### src/rtl/pipe_skid_stage_if.sv
// Valid/ready payload channel shared by the producer and consumer sides of a pipeline stage.
// The master drives valid and data; the slave answers with ready.
interface pipe_skid_stage_if #(
    parameter int DATA_WIDTH = 32
);
    logic                  valid;
    logic                  ready;
    logic [DATA_WIDTH-1:0] data;

    modport master (output valid, output data, input ready);
    modport slave  (input valid, input data, output ready);
endinterface

### src/rtl/pipe_skid_stage.sv
// Pipeline register with a 2-entry skid buffer and flush; 1-cycle latency, 1 entry/cycle.
// Backpressure: registered in_ready drops only when both entries are held, never from out_ready directly.
module pipe_skid_stage #(
    parameter int DATA_WIDTH   = 32,
    parameter bit FLUSH_TO_RST = 1'b1
) (
    input  logic                  clk,
    input  logic                  rst,
    input  logic [DATA_WIDTH-1:0] rst_value,
    input  logic                  in_flush,
    pipe_skid_stage_if.slave      in_if,
    pipe_skid_stage_if.master     out_if,
    output logic [1:0]            occupancy
);
    typedef enum logic [1:0] {
        EMPTY = 2'd0,
        BUSY  = 2'd1,
        FULL  = 2'd2
    } state_t;

    state_t                state;
    state_t                state_nxt;
    logic [DATA_WIDTH-1:0] main_dat;
    logic [DATA_WIDTH-1:0] main_nxt;
    logic [DATA_WIDTH-1:0] skid_dat;
    logic [DATA_WIDTH-1:0] skid_nxt;
    logic                  in_rdy;
    logic                  in_xfer;
    logic                  out_xfer;

    assign in_xfer  = in_if.valid & in_rdy;
    assign out_xfer = (state != EMPTY) & out_if.ready;

    always_comb begin
        state_nxt = state;
        main_nxt  = main_dat;
        skid_nxt  = skid_dat;
        if (in_flush) begin
            // Both transfers of this cycle are voided; the flushed entry is simply dropped.
            state_nxt = EMPTY;
            if (FLUSH_TO_RST) begin
                main_nxt = rst_value;
                skid_nxt = rst_value;
            end
        end else begin
            unique case (state)
                EMPTY: begin
                    if (in_xfer) begin
                        main_nxt  = in_if.data;
                        state_nxt = BUSY;
                    end
                end
                BUSY: begin
                    if (in_xfer && out_xfer) begin
                        main_nxt = in_if.data;
                    end else if (in_xfer) begin
                        skid_nxt  = in_if.data;
                        state_nxt = FULL;
                    end else if (out_xfer) begin
                        state_nxt = EMPTY;
                    end
                end
                FULL: begin
                    if (out_xfer) begin
                        main_nxt  = skid_dat;
                        state_nxt = BUSY;
                    end
                end
                default: state_nxt = EMPTY;
            endcase
        end
    end

    always_ff @(posedge clk) begin
        if (!rst) begin
            state    <= EMPTY;
            main_dat <= rst_value;
            skid_dat <= rst_value;
            in_rdy   <= 1'b1;
        end else begin
            state    <= state_nxt;
            main_dat <= main_nxt;
            skid_dat <= skid_nxt;
            in_rdy   <= (state_nxt != FULL);
        end
    end

    assign in_if.ready  = in_rdy;
    assign out_if.valid = (state != EMPTY);
    assign out_if.data  = main_dat;
    assign occupancy    = state;
endmodule
### src/flat_wrapper.sv
// flat-port wrapper written by rule: the top's interface ports become plain ports
module pipe_skid_stage_flat 
#(
    parameter int DATA_WIDTH   = 32,
    parameter bit FLUSH_TO_RST = 1'b1
)
  (clk, rst, rst_value, in_flush, occupancy, in_if_valid, in_if_data, in_if_ready, out_if_valid, out_if_data, out_if_ready);
  pipe_skid_stage_if #(.DATA_WIDTH(DATA_WIDTH)) in_if_i ();
  pipe_skid_stage_if #(.DATA_WIDTH(DATA_WIDTH)) out_if_i ();
  input  logic clk;
  input  logic rst;
  input  logic [DATA_WIDTH-1:0] rst_value;
  input  logic in_flush;
  output logic [1:0] occupancy;
  input wire logic [$bits(in_if_i.valid)-1:0] in_if_valid;
  input wire logic [$bits(in_if_i.data)-1:0] in_if_data;
  output wire logic [$bits(in_if_i.ready)-1:0] in_if_ready;
  output wire logic [$bits(out_if_i.valid)-1:0] out_if_valid;
  output wire logic [$bits(out_if_i.data)-1:0] out_if_data;
  input wire logic [$bits(out_if_i.ready)-1:0] out_if_ready;
  assign in_if_i.valid = in_if_valid;
  assign in_if_i.data = in_if_data;
  assign in_if_ready = in_if_i.ready;
  assign out_if_valid = out_if_i.valid;
  assign out_if_data = out_if_i.data;
  assign out_if_i.ready = out_if_ready;
  pipe_skid_stage #(.DATA_WIDTH(DATA_WIDTH), .FLUSH_TO_RST(FLUSH_TO_RST)) u_core (.clk(clk), .rst(rst), .rst_value(rst_value), .in_flush(in_flush), .in_if(in_if_i), .out_if(out_if_i), .occupancy(occupancy));
endmodule
### config.mk
export PLATFORM = sky130hd
export DESIGN_NAME = pipe_skid_stage_flat
export DESIGN_NICKNAME = d
export VERILOG_FILES = /design/src/rtl/pipe_skid_stage_if.sv /design/src/rtl/pipe_skid_stage.sv /design/src/flat_wrapper.sv
export SDC_FILE = /design/constraint.sdc
export NUM_CORES = 1
export LEC_CHECK = 0
export CAP_MARGIN = 10
export CORE_ASPECT_RATIO = 0.6
export CORE_MARGIN = 2
export CORE_UTILIZATION = 41
export DETAILED_ROUTE_END_ITERATION = 12
export GPL_ROUTABILITY_DRIVEN = 0
export PLACE_DENSITY = 0.79
export SYNTH_ARGS = -nofsm -noshare
export SYNTH_HDL_FRONTEND = slang
export SYNTH_SLANG_ARGS = --single-unit
### constraint.sdc
create_clock -name clk -period 3.3 [get_ports clk]
set_clock_uncertainty 0.05 [all_clocks]
set_input_delay 0.495 -clock clk [delete_from_list [all_inputs] [get_ports clk]]
set_output_delay 0.495 -clock clk [all_outputs]
set_load 0.01 [all_outputs]
Word-level counts from Yosys, hierarchy flattened:

Cells that the tools add are included.

* register bits: 67

* equal/unequal tests: 10
* bitwise operators: 2
* muxes and demuxes: 17
* reduce and logical (&&, ||, !) cells: 5

Operators by type and width (count)
* 32-bit 2-to-1 mux: 9
* 32-bit one-hot mux with 3 select lines: 1
* 2-bit 2-to-1 mux: 6
* 4-bit by 3-bit inequality test with 1-bit output (second input constant): 3
* 3-bit by 1-bit inequality test with 1-bit output (second input constant): 2
* 2-bit one-hot mux with 3 select lines: 1
* 5-bit by 1-bit inequality test with 1-bit output (second input constant): 1
* 4-bit AND reduction: 1
* 3-bit inequality test (second input constant): 1
* 3-bit AND reduction: 1
* 1-bit bitwise AND: 2
* 2-bit by 1-bit equality test with 1-bit output (second input constant): 1
* 2-bit equality test (second input constant): 1
* 2-bit zero test: 1
* 2-bit inequality test (second input constant): 1
* 2-bit nonzero test: 1
* 1-bit logical AND: 1

Depth between registers and ports, before layout:

Gate-level depths: netlist (run 1).

* word-level depth: 8
* mapped depth: 5

Worst setup path after synthesis (run 1):

Ideal clock, no wire load.

* path kind: register to register
* start: register u_core.state[0], in the netlist u_core.occupancy[0]
* end: register u_core.skid_dat[0] (enable)
* slack: -0.297 ns
* cell stages (with the launch flop): 4
* period minus slack after synthesis: 3.597 ns
* arrival time: 3.081 ns
* cells stage by stage: dfxtp_1 nor2b_1 nand3_1 o21ai_0

* word-level cells in the longest chain between the ends: 5

RTL lines
* start, declared: line pipe_skid_stage.sv:21 `state_t state;`
* start signal, assigned: line pipe_skid_stage.sv:81 `state <= state_nxt;`
* 2-bit nonzero test: line pipe_skid_stage.sv:32 `assign out_xfer = (state != EMPTY) & out_if.ready;`
* 1-bit bitwise AND: line pipe_skid_stage.sv:32
* 1-bit logical AND: line pipe_skid_stage.sv:54 `if (in_xfer && out_xfer) begin`
* 3-bit inequality test (no source line)
* 3-bit AND reduction (no source line) *
* end signal, assigned: line pipe_skid_stage.sv:78 `skid_dat <= rst_value;`
* end signal, assigned: line pipe_skid_stage.sv:83 `skid_dat <= skid_nxt;`
* end, declared: line pipe_skid_stage.sv:25 `logic [DATA_WIDTH-1:0] skid_dat;`

Every way passes the cells marked *; elsewhere a longest branch is shown, timed or not.
A chain may end at the register's enable or synchronous reset.

Worst setup path in the final report (run 1):

* start: input in_flush
* end: register u_core.main_dat[1], in the netlist u_core.out_if.data[1] (enable)

* word-level cells in the longest chain between the ends: 2

RTL lines
* start, declared: line flat_wrapper.sv:13 `input logic in_flush;`
* 5-bit by 1-bit inequality test with 1-bit output (no source line) or 4-bit by 3-bit inequality test with 1-bit output (tied branches)
* 4-bit AND reduction (no source line) *
* end signal, assigned: line pipe_skid_stage.sv:77 `main_dat <= rst_value;`
* end signal, assigned: line pipe_skid_stage.sv:82 `main_dat <= main_nxt;`
* end, declared: line pipe_skid_stage.sv:23 `logic [DATA_WIDTH-1:0] main_dat;`

Marks and branches as above.

==> impl_metrics.py, run 1 <==
metrics = {
    "placed_design": {
        "dp.cells": 458,
        "numPortBuffers": 104,
        "dp_hpwl_um": 5040,
    },
    "route": {
        "routed_wl_um": 7430,
        "num_vias": 2310,
        "drt_first_pass_iters": 5,
        "drt-initial-drc-count": 123,
        "wl_per_cell_um": 15.7,
        "ant_nets": 0,
        "drc": 0,
        "viasPerCell": 4.88,
    },
    "worst_setup_path": {
        "crit_buf_inv": 2,
        "cp_data_required_time_ps": 3220,
        "path_class": "input port to flop",
        "slowest_delay_ps": 490,
        "startpoint_type": "input port",
        "critPathMaxFanout": 30,
        "slowest_stage": "clkdlybuf4s50_1",
        "cp.arrival_ps": 2050,
        "crit_path_cell_trace": "clkdlybuf4s50_1 -> nand2b_2 -> a21o_1 -> buf_4",
        "critical-path-top-delay-family": "buffers and inverters",
        "worstSetupEndpointType": "flop",
    },
    "run_status": {
        "outcome": "finished, final reports clean",
    },
    "sta": {
        "final.setup.tns_ps": 0,
        "hold_violations": 0,
        "slew_viol_final": 0,
        "fmax_ghz": 0.468,
        "slew_headroom_pct": 62.0,
        "finalSetupViolCount": 0,
        "post-route-period-util_pct": 64.7,
        "final.min_clock_period_ps": 2140,
        "rsz0062_at_grt": "no",
        "worst_slew_pin_slew_ps": 570,
    },
    "layout": {
        "area_delta_synth_final_pct": 44.8,
        "drive_above_1_share_pct": 5.96,
        "instances_no_fill": 473,
        "final_util_pct": 61.2,
        "num_antenna_cells": 0,
        "fillerInstances": 607,
        "nNetsFinal": 434,
    },
    "floorplanning": {
        "die_w_um": 116,
        "initial_utilization_pct": 42.3,
        "core_area_um2": 7270,
        "dieArea_um2": 8220,
        "ios": 105,
        "rows": 24,
        "die_h_um": 71.0,
    },
    "yosys": {
        "yosys.area_share.xor_xnor_pct": 0,
        "synth_compound_area_share_pct": 6.44,
        "synth_edf_count": 64,
        "synth_mux_area_share_pct": 10.4,
        "synth_cell_types": 24,
        "synth.avg_cell_area_um2": 11.8,
        "synth_area_leaders": "edfxtp_1, nand2_1, mux2i_1",
        "synth_top_cell_area_share_pct": 62.6,
        "yosysWarningCount": 0,
        "synth.largest_area_cell": "edfxtp_1",
        "ys_dominant_reg_cell": "edfxtp_1",
        "synth_adder_area_share_pct": 0,
        "async_reset_ff_share_pct": 0,
        "synthSimpleGateAreaFrac_pct": 14.4,
        "synth_top_family_by_area": "simple AND/OR/NAND/NOR gates",
        "syn_area_um2": 3070,
        "syn-num-nets": 329,
        "synth_seq_cells": 67,
        "syn_inst": 260,
        "ys_seq_area_share_pct": 64.5,
    },
    "hold_path": {
        "hold_class": "flop to flop",
    },
    "global_route": {
        "grt_usage_pct": 19.1,
        "antenna_found_initial": 0,
        "grt_pass1_vias": 2399,
        "grt_max_degree": 42,
        "grt.overflow.total": 0,
        "grt_pass1_wl_um": 11800,
    },
    "job": {
        "drv_cap": 0,
    },
    "clocking": {
        "root_buffer": "clkbuf_16",
        "cts_made_buffers": 9,
        "insertion_delay_ps": 320,
        "path_clk_slew_ps": 50,
        "clkSinkCount": 67,
        "post_cts_resize_count": 0,
        "cts_tree": "built",
        "htreeDepth": 3,
        "clockBufferDepth": 2,
        "postCtsSetupRepairBufs": 0,
        "cts_hold_buf": 0,
    },
    "power_and_ir_drop": {
        "power_density_nw_per_um2": 504,
        "p_leak_uw": 0.00169,
        "vdd_drop_max_mv": 0.249,
    },
}
==> where the power goes <==
part	internal [uW]	leakage [uW]	switching (uW)
Clock	574	0.000134	314
Combinational	172	0.000861	131
Sequential	1020	0.000693	25.8
Total	1770	0.00169	472
==> final timing paths <==
path / start / to / slack [ps] / cells after the start
setup / recovery: in_flush / u_core.out_if.data[1] / 1160 / 4
hold / removal: u_core.skid_dat[8] / u_core.out_if.data[8] / 540 / 2
setup reg to reg: u_core.occupancy[0] / u_core.skid_dat[0] / 1420 / 4
hold reg to reg: u_core.skid_dat[8] / u_core.out_if.data[8] / 540 / 2
==> synthesized netlist by cell type (2+ instances only) <==
cell / number
clkbuf_1: 3
nand2_1: 97
buf_12: 3
dfxtp_1: 3
o21ai_0: 4
mux2i_1: 32
edfxtp_1: 64
nor2b_1: 2
inv_1: 2
buf_2: 8
o21ai_1: 29
==> area by class of cell <==
cell class	instances	area, um^2	share of cell area (%)
multi-input cells	176	976	21.9
clock inverters	4	42.5	0.956
clock buffers	11	233	5.23
well taps	104	130	2.92
inverters	2	7.51	0.169
repair buffers	109	1080	24.2
flip-flops and latches	67	1980	44.5
==> cells in the final DEF, fill, tap and decap left out, types with 2 or more instances in the layout <==
master,netlist,layout
clkinv_1,0,2
mux2i_1,32,32
nand2_1,97,97
o21ai_0,4,3
o21ai_1,29,29
buf_4,0,5
edfxtp_1,64,64
dfxtp_1,3,3
clkdlybuf4s50_1,0,104
inv_1,2,2
clkbuf_16,0,9
clkbuf_1,3,2
==> through the flow <==
step	hold WS [ps]	setup WS (ps)	area, um^2	total power (uW)
finish	545	1160	4450	2240
detailed placement	533	816	4170	1370
floorplan	515	566	3070	1170
global route	566	1030	4450	2330
CTS	544	1150	4450	2270
global placement	521	879	4170	1360
==> metal layers <==
layer | vias up | wire [um] | GRT usage [%]
li1 | 1126 | - | -
met1 | 1060 | 3310 | 26.2
met2 | 122 | 3310 | 29.4
met3 | 2 | 781 | 7.03
met4 | 0 | 21 | 4.23
met5 | - | 0 | 0
==> logic make-up after synthesis <==
| family | after synthesis |
|---|---|
| AOI/OAI and AO/OA | 37 |
| buffers and inverters | 17 |
| DFF | 67 |
| muxes | 32 |
| and+or+nand+nor | 107 |
==> worst reg2reg max path: cells and delay by family, from the launching register on <==
| family | cells | cell delay (ps) |
|---|---|---|
| and+or+nand+nor | 2 | 430 |
| AOI/OAI and AO/OA | 1 | 150 |
| buffers and inverters | 1 | 410 |
| DFF | 1 | 460 |
==> registers in the layout, indices dropped and copies added (netlist names) <==
signal and cells:
u_core.out_if.data 32, u_core.in_if.ready 1, u_core.occupancy 2, u_core.skid_dat 32
(Power assumes the default switching activity.)
==> inputs of run 2 (changes only) <==
- clock period: 3.3 -> 1.78 ns (I/O delays scaled with it)
==> run 2 against run 1 <==
First-iteration DRC count down 15%. Count of clock-buffer cells in the layout down 2. Critical path depth down 3. Utilization up 2.7 points. Combinational power up 96%. Clock power up 110%. Largest cell class unchanged. Non-clock buffer count up 6.
==> impl_metrics.py, run 2 (synthesis results as in run 1) <==
metrics = {
    "worst_setup_path": {
        "r2r-start": "u_core.occupancy[0]",
        "crit_path_cell_trace": "clkdlybuf4s50_1",
        "path_class": "flop to output pin",
        "crit_buf_inv": 1,
        "timing.rr.end": "u_core.skid_dat[2]",
        "cp.arrival_ps": 1310,
        "critical-path-top-delay-family": "buffers and inverters",
        "slowest_delay_ps": 570,
        "startpoint_type": "flop",
        "r2r.worst_path.cells": 4,
        "ff2ff_setup_slack_ps": 240,
        "worstSetupEndpointType": "output pin",
        "cp_data_required_time_ps": 1460,
        "critPathMaxFanout": 9,
        "slowest_stage": "clkdlybuf4s50_1",
    },
    "route": {
        "ant_nets": 0,
        "drt-initial-drc-count": 105,
        "wl_per_cell_um": 15.2,
        "drc": 0,
        "drt_first_pass_iters": 4,
        "num_vias": 2303,
        "viasPerCell": 4.80,
        "routed_wl_um": 7300,
    },
    "floorplanning": {
        "initial_utilization_pct": 42.3,
        "die_w_um": 116,
        "die_h_um": 71.0,
        "core_area_um2": 7270,
        "ios": 105,
        "dieArea_um2": 8220,
        "rows": 24,
    },
    "global_route": {
        "grt.overflow.total": 0,
        "grt_pass1_wl_um": 11600,
        "grt_max_degree": 34,
        "grt_pass1_vias": 2262,
        "antenna_found_initial": 0,
        "grt_usage_pct": 19.1,
    },
    "placed_design": {
        "dp.cells": 464,
        "dp_hpwl_um": 5250,
        "post-place-ws_ps": -74.4,
        "numPortBuffers": 104,
        "placed_area_um2": 4320,
    },
    "clocking": {
        "cts_made_buffers": 9,
        "cts_tree": "built",
        "root_buffer": "clkbuf_16",
        "cts_hold_buf": 0,
        "insertion_delay_ps": 330,
        "clkSinkCount": 67,
        "path_clk_slew_ps": 60,
        "htreeDepth": 3,
        "clockBufferDepth": 2,
    },
    "layout": {
        "instances_no_fill": 480,
        "fin_area_um2": 4640,
        "nNetsFinal": 440,
        "layout_common_cells": "clkdlybuf4s50_1, nand2_1, edfxtp_1, mux2i_1, o21ai_1",
        "num_antenna_cells": 0,
        "drive_above_1_share_pct": 9.84,
        "area_delta_synth_final_pct": 51.1,
        "final_common_cell": "clkdlybuf4s50_1",
    },
    "power_and_ir_drop": {
        "pwr-share-comb_pct": 13.5,
        "p_sw_uw": 940,
        "intPower_uw": 3460,
        "p_leak_uw": 0.00179,
        "power_frac_clock_pct": 42.3,
        "vdd_drop_max_mv": 0.477,
        "swShare_pct": 21.3,
        "power_density_nw_per_um2": 949,
        "pwr-share-seq_pct": 44.2,
    },
    "hold_path": {
        "min_from": "u_core.skid_dat[25]",
        "worstHoldEndpoint": "u_core.out_if.data[25]",
        "hold_class": "flop to flop",
        "hold_depth": 2,
    },
    "sta": {
        "finalSetupViolCount": 0,
        "fmax_ghz": 0.616,
        "timing.final.ws_setup_ps": 157,
        "slew_headroom_pct": 80.0,
        "worst_slew_pin_slew_ps": 298,
        "final.min_clock_period_ps": 1620,
        "post-route-period-util_pct": 91.2,
        "hold_violations": 0,
        "slew_viol_final": 0,
        "rsz0062_at_grt": "no",
    },
    "job": {
        "drv_cap": 0,
    },
    "run_status": {
        "outcome": "finished, final reports clean",
    },
}
run 2: changes by cell type in the layout (fill, tap and decap cells not counted), sizes merged:
cell | previous run | this run
buf | 5 | 11
bufinv | 1 | 2
clkbuf | 11 | 9
clkdlybuf4s50 | 104 | 103
clkinv | 3 | 5
dlygate4sd2 | 0 | 1
run 2: repair_timing:
action	CTS	global route
gates resized for setup	2	0
setup buffers	0	0
endpoints found under the setup margin	1	0
endpoints found under the hold margin	0	0
run 2: how the worst max path moves through the flow:
| stage | from | to | cells past startpoint |
|---|---|---|---|
| 6_report | u_core.occupancy[1] | occupancy[1] | 1 |
| 5_1_grt | u_core.occupancy[1] | occupancy[1] | 1 |
| 4_1_cts | u_core.occupancy[1] | occupancy[1] | 1 |
| 3_5_place_dp | out_if_ready | u_core.skid_dat[13] | 5 |
| 3_3_place_gp | out_if_ready | u_core.skid_dat[12] | 5 |
| 2_1_floorplan | u_core.occupancy[0] | u_core.skid_dat[0] | 3 |
run 2: per-layer routing:
metal	part of all wire, %	global-route usage [%]
met3	8.8	6.94
met4	1.2	7.01
met1	46	25.6
met2	44	28.7
met5	0	0
run 2: cell type report:
class | count | area [um^2]
Clock buffer | 9 | 225
Clock inverter | 7 | 92.6
Fill cell | 583 | 2630
Inverter | 2 | 7.51
Multi-Input combinational cell | 176 | 980
Sequential cell | 67 | 1980
Tap cell | 104 | 130
Timing Repair Buffer | 115 | 1220
run 2: power groups by stage:
stage	Clock (uW)	Sequential (uW)	Combinational, uW
finish	1860	1950	594
global route	1950	1960	646
CTS	1890	1950	600
detailed placement	0	1980	597
global placement	0	1970	584
floorplan	0	2000	173
run 2: per-stage QoR:
| step | TNS (ps) | hold slack, ps | power, uW | utilization (%) |
|---|---|---|---|---|
| 3_3_place_gp | -496 | 526 | 2560 | 59.5 |
| 6_report | 0 | 546 | 4400 | 63.9 |
| 3_5_place_dp | -1930 | 534 | 2570 | 59.5 |
| 4_1_cts | 0 | 544 | 4440 | 63.9 |
| 5_1_grt | 0 | 570 | 4550 | 63.9 |
| 2_1_floorplan | 0 | 335 | 2180 | - |
==> inputs of run 3 (changes only) <==
- PLACE_DENSITY: 0.79 -> 0.84
==> run 3 against run 2 <==
Power down 8.1%. Sequential power about the same. Hold slack gained 5.4 ps. Critical endpoint unchanged. Largest power group unchanged.
==> impl_metrics.py, run 3 (synthesis results as in run 1) <==
metrics = {
    "clocking": {
        "path_clk_slew_ps": 50,
        "cts_made_buffers": 9,
        "root_buffer": "clkbuf_16",
        "post_cts_resize_count": 2,
        "cts_tree": "built",
        "insertion_delay_ps": 310,
        "postCtsSetupRepairBufs": 0,
        "clockBufferDepth": 2,
        "cts_hold_buf": 0,
        "htreeDepth": 3,
        "clkSinkCount": 67,
    },
    "worst_setup_path": {
        "path_class": "flop to output pin",
        "r2r.worst_path.cells": 4,
        "ff2ff_setup_slack_ps": 200,
        "timing.rr.end": "u_core.skid_dat[19]",
        "r2r-start": "u_core.occupancy[0]",
        "slowest_stage": "clkdlybuf4s50_1",
        "slowest_delay_ps": 570,
        "cp_data_required_time_ps": 1460,
        "critical-path-top-delay-family": "buffers and inverters",
        "worstSetupEndpointType": "output pin",
        "critPathMaxFanout": 9,
        "setup.worst_path.start": "u_core.occupancy[1]",
        "cp.arrival_ps": 1300,
        "crit_buf_inv": 1,
        "startpoint_type": "flop",
        "crit_path_cell_trace": "clkdlybuf4s50_1",
    },
    "hold_path": {
        "hold_depth": 2,
        "worstHoldEndpoint": "u_core.out_if.data[6]",
        "hold_class": "flop to flop",
        "min_from": "u_core.skid_dat[6]",
    },
    "layout": {
        "area_delta_synth_final_pct": 47.7,
        "fillerInstances": 601,
        "final_util_pct": 62.4,
        "register_area_um2": 1980,
        "nNetsFinal": 439,
        "final_common_cell": "clkdlybuf4s50_1",
        "fin_area_um2": 4540,
        "multi_input_area_um2": 985,
        "layout_common_cells": "clkdlybuf4s50_1, nand2_1, edfxtp_1, mux2i_1, o21ai_1",
        "num_antenna_cells": 0,
        "drive_above_1_share_pct": 8.56,
    },
    "job": {
        "drv_cap": 0,
    },
    "route": {
        "highest-signal-layer": "met4",
        "routed-wl-met3_um": 656,
        "wl_per_cell_um": 15.7,
        "drt-initial-drc-count": 132,
        "wl_met1_um": 3240,
        "ant_nets": 0,
        "routed-wl-met2_um": 3520,
        "drc": 0,
        "viasPerCell": 4.90,
        "num_vias": 2340,
        "routed_wl_um": 7490,
        "drt_first_pass_iters": 5,
    },
    "floorplanning": {
        "initial_utilization_pct": 42.3,
        "rows": 24,
        "core_area_um2": 7270,
        "dieArea_um2": 8220,
        "ios": 105,
        "die_h_um": 71.0,
        "die_w_um": 116,
    },
    "global_route": {
        "antenna_found_initial": 0,
        "grt.overflow.total": 0,
        "grt_pass1_vias": 2378,
        "grt_max_degree": 34,
        "grt_pass1_wl_um": 11500,
        "grt_usage_pct": 18.7,
    },
    "sta": {
        "timing.final.ws_setup_ps": 162,
        "finalSetupViolCount": 0,
        "slew_viol_final": 0,
        "rsz0062_at_grt": "no",
        "slew_headroom_pct": 84.1,
        "post-route-period-util_pct": 90.9,
        "fmax_ghz": 0.618,
        "final.min_clock_period_ps": 1620,
        "hold_violations": 0,
        "worst_slew_pin_slew_ps": 239,
    },
    "power_and_ir_drop": {
        "vdd_drop_max_mv": 0.455,
        "p_leak_uw": 0.00174,
        "finalPower_uw": 4050,
        "power_density_nw_per_um2": 892,
    },
    "placed_design": {
        "numPortBuffers": 104,
        "placed_area_um2": 4280,
        "dp_hpwl_um": 5460,
        "post-place-ws_ps": -85.7,
    },
    "run_status": {
        "outcome": "finished, final reports clean",
    },
}
## run 3: cell count changes in the layout (fill, tap and decap cells not counted)
cell / change
clkbuf_1: +2
clkinv_4: -2
nor2b_4: +1
clkinv_1: +1
bufinv_16: -2
nor2b_2: -1
buf_4: +2
buf_12: -3
## run 3: worst min-delay path: stages (launching register included)
cell      delay [ps]
edfxtp_1         320
mux2i_1           60
o21ai_1          100
## run 3: layout make-up
| class | instances | area share [%] |
|---|---|---|
| flip-flops and latches | 67 | 43.8 |
| repair buffers | 114 | 26.0 |
| multi-input cells | 176 | 21.7 |
| clock buffers | 11 | 5.13 |
| well taps | 104 | 2.87 |
| clock inverters | 4 | 0.414 |
| inverters | 2 | 0.166 |
## run 3: metal layers
layer,GRT usage [%],vias to the layer above
li1,-,1135
met1,24.0,1096
met5,0,-
met4,5.56,0
met3,7.03,9
met2,30.0,100
## run 3: worst max-delay path by stage
stage | to | cells past startpoint | slack (ps)
floorplan | u_core.skid_dat[0] | 3 | 5
global placement | u_core.skid_dat[23] | 5 | -20
detailed placement | u_core.skid_dat[22] | 5 | -90
CTS | occupancy[1] | 1 | 150
global route | occupancy[1] | 1 | 120
finish | occupancy[1] | 1 | 160
## run 3: per-stage QoR
stage	setup TNS, ps	instances	hold slack [ps]
CTS	0	478	543
detailed placement	-2420	463	542
global placement	-368	463	523
global route	0	478	582
finish	0	478	552
floorplan	0	260	335
## run 3: power breakdown
part / internal (uW) / leakage (uW) / switching, uW
Clock: 921 / 0.000127 / 586
Sequential: 1900 / 0.000694 / 47.9
Combinational: 340 / 0.000918 / 252
Total: 3160 / 0.00174 / 886
